<file path="config.mk">
export PLATFORM = sky130hd
export DESIGN_NAME = register_file
export DESIGN_NICKNAME = d
export VERILOG_FILES = /design/src/rtl/register_file.sv
export SDC_FILE = /design/constraint.sdc
export NUM_CORES = 1
export LEC_CHECK = 0
export ABC_AREA = 1
export BUFFER_PORTS_ARGS = -buffer_cell sky130_fd_sc_hd__buf_2
export CELL_PAD_IN_SITES_DETAIL_PLACEMENT = 0
export CELL_PAD_IN_SITES_GLOBAL_PLACEMENT = 1
export CORE_ASPECT_RATIO = 1.25
export CORE_MARGIN = 2
export CORE_UTILIZATION = 39
export DETAILED_ROUTE_END_ITERATION = 6
export PLACE_DENSITY_LB_ADDON = 0.1
export SETUP_SLACK_MARGIN = 0.15
export SLEW_MARGIN = 20
export SYNTH_ARGS = -nofsm -noshare
export SYNTH_HDL_FRONTEND = slang
export SYNTH_SLANG_ARGS = --single-unit
</file>
<file path="constraint.sdc">
create_clock -name clk -period 10.5 [get_ports clk]
set_input_delay 0.525 -clock clk [delete_from_list [all_inputs] [get_ports clk]]
set_output_delay 0.525 -clock clk [all_outputs]
set_load 0.02 [all_outputs]
</file>
<file path="src/rtl/register_file.sv">
// Bank of DEPTH independent WIDTH-bit registers, all contents presented in parallel on data_out.
// Optional macro REGISTER_FILE_R0_ZERO_EN hardwires R0 to zero and ignores en[0].
module register_file #(
  parameter int unsigned WIDTH = 16,
  parameter int unsigned DEPTH = 16
) (
  input  logic                     clk,
  input  logic                     rst,
  input  logic [WIDTH-1:0]         data_in,
  input  logic [DEPTH-1:0]         en,
  output logic [WIDTH*DEPTH-1:0]   data_out
);

  logic [DEPTH-1:0][WIDTH-1:0] regs_d, regs_q;

  // A register only ever takes data_in when its enable is a clean 1; otherwise it keeps its value.
  always_comb begin
    regs_d = regs_q;
    for (int i = 0; i < DEPTH; i++) begin
      if (en[i] == 1'b1) begin
        regs_d[i] = data_in;
      end
    end
`ifdef REGISTER_FILE_R0_ZERO_EN
    regs_d[0] = '0;
`else
`endif
  end

  always_ff @(posedge clk or posedge rst) begin
    if (rst) begin
      regs_q <= '0;
    end else begin
      regs_q <= regs_d;
    end
  end

  // R0 lands in the LSBs; no path from data_in or en reaches the output.
  assign data_out = regs_q;

endmodule

</file>
* After elaboration in Yosys (flattened, before gate mapping)
Cells that the tools add are included.
W data, S select, Z words.
** Word-level totals
- Output and inout bits :: 256
- Register bits after elaboration :: 256
- Logic and storage cells :: 16
- Input port bits :: 34

* Depth between registers and ports, before layout
Gate-level depths: netlist of the first run.
- Depth in word-level cells :: 0
- Mapped depth :: 5
- Depth with buffers taken out :: 3

* Worst setup path after synthesis of the first run
Ideal clock, no wire load.
- Path kind :: input port to flip-flop
- Start :: in data_in[0]
- End :: reg regs_q, in the netlist data_out[192]
- Setup slack :: 9.478 ns
- Buffers on the path :: 2
- Setup time :: 0.117 ns
- Stages :: 4
- Arrival :: 0.905 ns
- Path through :: buf_2 buf_4 nand2_1 nand2_1
** RTL lines
- start, declared :: RTL line 9 : input logic [WIDTH-1:0] data_in,
- end signal, assigned :: RTL line 34 : regs_q <= regs_d;
- end, declared :: RTL line 14 : logic [DEPTH-1:0][WIDTH-1:0] regs_d, regs_q;

==> metrics.txt, run 1 <==
status=complete, no violations; dpl ws=a little over 8000 ps; Clock transition at path regs=approximately 60 ps; DRT iter0 DRCs=375; number of gates resized after cts=0; clock sink count=256; via count=7660; CTS tree=built; Post-Syn Nets=1155; antenna violations before repair=0; share of post-route cells with drive strength above 1=~28%; synth unique cells=12; max reg flops=256; PnR worst setup slack=a little under 9000 ps; total track usage=a little over a fifth; crit path to=data_out[72]; Mapped Cells=1121; post-CTS setup buffer count=0; DP Cell Count=1672; PD cells=205.0 nW/um^2; hpwl dp=19860 um; Tightest Pin Transition=960.7 ps; R2R Setup Slk=approximately 9900 ps; Yosys reg bits=256; RSZ-0062 raised after global routing=false; drt drc=0; relative slew slack=a little over a third; post-route cell area=12370 um^2; Final setup viols=0; max-slew violations=0; DIE AREA=~28000 um^2; Post-Syn Area=10290 um^2; setup TNS=0 ps; routed len/inst=17.14 um; CP required=11010 ps; Worst-Skew Late Latency=530 ps; crit path DAT=2230 ps; period utilization=16.33%; DR vias/cell=about 4.5; synth warn=0; number of buffers created by CTS=27; Area Growth Syn to Fin=20.16%; Setup CP Type=primary input to async pin; Max clock buf depth=3; area fraction of the dominant cell type after synthesis=about 62%; Clock Skew=0 ps; VDD IR max=0.0001116 V; Max Cap Viol=0; Placed Area=11410 um^2; Multi-input gate area=2970 um^2; Site Rows=66; most frequent cells in the layout=nand2_1, buf_2, dfrtp_1, nand2_2, clkbuf_16; root buffer cell=clkbuf_16; FF-to-FF Start=data_out[51]; largest net degree at the start of global routing=122; Worst Setup End Kind=async pin; leak pwr=7.153 nW; post-route ant nets=0; achievable clock frequency=583.2 MHz; crit path from=rst; vias in the first global route=between 7k and 8k; commonest non-fill, non-tap cell in the layout=nand2_1; core outline area=about 26000 um^2; Seq/Total Area, Yosys=62.23%; PortBufs=289; Starting Density=between 30% and 40%; FF-to-FF path depth=2; Critical Path Fanout Max=121; Finished Layout Cells=approximately 1.7k; ANT cells=0; first-pass GRT wire length=44920 um; Ports=290; CTS HTree Levels=1; routability cong.=0.7583; post-route minimum period=roughly 1700 ps; Worst Hold Class=primary input to async pin; Layout fillers=2609; final WL=between 20000 and 30000 um; Pre-antenna DRT Iters=4; Startpoint Class=primary input; main area contributors after synthesis=dfrtp_1, nand2_1, buf_6; Final Hold Viols=0; die height=around 190 um; reg-to-reg endpoint=data_out[51]; cell taking the most area after synthesis=dfrtp_1; # hold bufs at CTS=0; FF/Latch Area=6406 um^2; Nets=1395; GR Overflow Total=0; Mapped Avg Cell Area=9.184 um^2; die width=149.3 um
[critical path: stages]
cell,delay [ps]
buf_2,130
inv_8,580
buf_4,880
[cells by family after synthesis]
family | count (synthesis) | synth area share [%]
simple gates | 768 | 28.85
buf+inv | 97 | 8.921
flops | 256 | 62.23
[through the flow]
step                      total power, mW  util [%]  hold slack (ps)
after floorplan                     1.402         -            575.7
after global placement              1.533     43.87            447.7
after detailed placement            1.538     43.87            453.0
after CTS                           2.567     47.56            219.3
after global routing                2.651     47.56            245.6
final                               2.537     47.56            174.6
[cell type report]
type                    instances  share of cell area, %
repair buffers                291                  11.81
multi-input cells             768                  24.01
clock inverters                11                  1.254
flip-flops and latches        256                  51.79
well taps                     340                  3.439
clock buffers                  37                  6.493
inverters                      17                  1.204
[per-layer routing]
metal / up-vias / GRT usage [%] / wire (um)
met5: - / 0 / 0
met4: 0 / 4.762 / 549
met3: 31 / 5.270 / 2161
met2: 233 / 34.82 / 13870
met1: 3589 / 28.28 / 12910
li1: 3807 / - / -
[worst min path at each step]
stage | start | endpoint | cells after the start
CTS | rst | data_out[241] | 2
global placement | data_out[2] | data_out[2] | 2
floorplan | data_out[153] | data_out[153] | 2
detailed placement | data_out[77] | data_out[77] | 2
global route | rst | data_out[243] | 2
finish | rst | data_out[241] | 2
[cells in the mapped netlist]
master     n
inv_1      1
buf_12     3
buf_2      9
inv_6     13
buf_4     26
nand2_1  733
buf_8      1
inv_4      2
inv_8      1
dfrtp_1  256
buf_6     41
nand2_2   35
[report_power, final]
group | switching [mW] | internal [mW] | total (mW)
sequential | 0.0507 | 1.07 | 1.12
clock | 0.395 | 0.629 | 1.02
combinational | 0.281 | 0.106 | 0.387
(Power assumes the default switching activity.)
==> run 2: changes to the inputs <==
Settings changed: ABC_AREA 1 to 0.
Clock period 10.5 ns to 1.4 ns, I/O delays scaled along.
==> run 2 against run 1 <==
- core utilization is 1.0 points higher
- sequential cell count unchanged
- total power grew to 7.8 times the previous value
- critical path type is now register to output pin
- highest routed layer unchanged
- cell count is 30% lower
- clock power grew to 7.5 times the previous value
- final area is 4.4% higher
- worst setup slack got worse by 8500 ps
- die area increased by 1.6%
==> metrics.txt, run 2 <==
Final setup viols=0; root buffer cell=clkbuf_16; Synth Area in XOR/XNOR=0%; number of buffers created by CTS=26; status=complete, no violations; synth unique cells=8; Mapped Cells=561; most frequent cells in the layout=buf_2, dfrtp_1, mux2_4, mux2_2, clkbuf_16; RSZ-0062 raised after global routing=false; Clock transition at path regs=70 ps; Async SR Flop Fraction=100.0%; max reg flops=256; post-route ant nets=0; Area Growth Syn to Fin=23.34%; number of flops mapped to enable cells by yosys=0; Slowest-stage cell, CP=dfrtp_1; Largest stage delay, worst path=400 ps; vias in the first global route=6178; dpl ws=330.1 ps; first-pass GRT wire length=39470 um; Post-Syn Nets=595; VDD IR max=0.0008310 V; clock sink count=256; Max Cap Viol=0; R2R Setup Slk=610 ps; core outline area=about 27000 um^2; via count=5750; Site Rows=67; DRT iter0 DRCs=157; area fraction of the dominant cell type after synthesis=61.20%; DR vias/cell=roughly 4.7; Setup CP Type=register to output pin; CTS HTree Levels=1; max-slew violations=0; post-CTS setup buffer count=0; Seq/Total Area, Yosys=between 60% and 70%; Post-synth top flop=dfrtp_1; PD cells=1528 nW/um^2; post-route minimum period=1165 ps; CP Cell Sequence=buf_2; Post-Syn Area=10470 um^2; top cells by count, synth=dfrtp_1, mux2_4, mux2_2; routed len/inst=between 20 and 25 um; CP top delay family=flip-flops; leak pwr=6.391 nW; Mapped Avg Cell Area=roughly 19 um^2; total track usage=18.24%; period utilization=83.19%; mux cell area share after synthesis=33.28%; Max clock buf depth=3; Pre-antenna DRT Iters=4; final WL=25540 um; Tightest Pin Transition=573.3 ps; Critical Path Fanout Max=2; CP required=between 1000 and 1500 ps; Clock Skew=0 ps; Nets=880; CP Buf/Inv Count=1; PnR worst setup slack=around 240 ps; Ports=290; drt drc=0; ANT cells=0; PortBufs=289; synth warn=0; crit path DAT=around 1100 ps; die width=150.5 um; share of post-route cells with drive strength above 1=slightly below 70%; Starting Density=39.39%; commonest non-fill, non-tap cell in the layout=buf_2; Hold Slack=77.74 ps; die height=~190 um; Startpoint Class=register; area share of fa/ha/maj cells after synthesis=0%; cell taking the most area after synthesis=dfrtp_1; Synth Area in Compound Gates=0%; GR Overflow Total=0; hpwl dp=18180 um; relative slew slack=61.78%; setup TNS=0 ps; Final Util=48.59%; Worst Hold Class=primary input to register; Final Hold Viols=0; DIE AREA=about 28000 um^2; most frequent cell after synthesis=dfrtp_1; Worst-Skew Late Latency=520 ps; Worst Setup End Kind=output pin; largest family of logic cells by synthesized area=multiplexers; CTS tree=built; routability cong.=0.7512; achievable clock frequency=approximately 860 MHz; antenna violations before repair=0; Yosys reg bits=256; largest net degree at the start of global routing=65; Layout fillers=approximately 2.3k; main area contributors after synthesis=dfrtp_1, mux2_4, mux2_2; post-synthesis simple-gate area fraction=0%
## run 2: cell count changes after synthesis
cell / previous run / this run
nand2_2: 35 / 0
buf_12: 3 / 16
clkbuf_1: 0 / 5
buf_6: 41 / 16
buf_8: 1 / 0
mux2_2: 0 / 96
nand2_1: 733 / 0
inv_8: 1 / 0
buf_2: 9 / 11
mux2_4: 0 / 160
inv_6: 13 / 0
inv_4: 2 / 0
buf_4: 26 / 0
## run 2: cell families after synthesis
family and Yosys count:
buf+inv 49, flops 256, mux 256
## run 2: path summary, 6_finish.rpt
path	start	cells past startpoint	endpoint
max in group asynchronous	rst	5	data_out[239]
hold / removal	data_in[6]	2	data_out[118]
hold reg to reg	data_out[58]	1	data_out[58]
setup / recovery	data_out[190]	1	data_out[190]
min in group asynchronous	rst	3	data_out[71]
setup reg to reg	data_out[226]	1	data_out[226]
## run 2: area by class of cell
type	count	area, um^2	area share [%]
Tap cell	345	431.7	3.343
Multi-Input combinational cell	256	3483	26.98
Clock buffer	37	743.2	5.756
Clock inverter	11	207.7	1.609
Timing Repair Buffer	305	1632	12.64
Inverter	1	7.507	0.05815
Sequential cell	256	6406	49.62
## run 2: layer usage
metal  vias up  track usage, %  share of wire, %
met5         -               0                 0
met4         0           4.463               2.1
met3        36           4.439               6.9
met2       180           30.03                49
met1      3015           24.25                42
li1       2519               -                 -
## run 2: stage by stage
stage	std cells	total power, mW	instance area (um^2)
floorplan	561	11.07	10470
global placement	1162	12.20	11950
detailed placement	1162	12.27	11950
CTS	1211	20.04	12910
global route	1211	20.59	12910
finish	1211	19.72	12910
## run 2: what timing repair did
action / CTS / global route
resized for setup: 0 / 0
hold buffers: 1 / 0
endpoints found under the hold margin: 172 / 0
## run 2: report_power, final
part           internal, mW  switching, mW
sequential             8.14          0.424
combinational          1.51           2.01
clock                  4.79           2.84
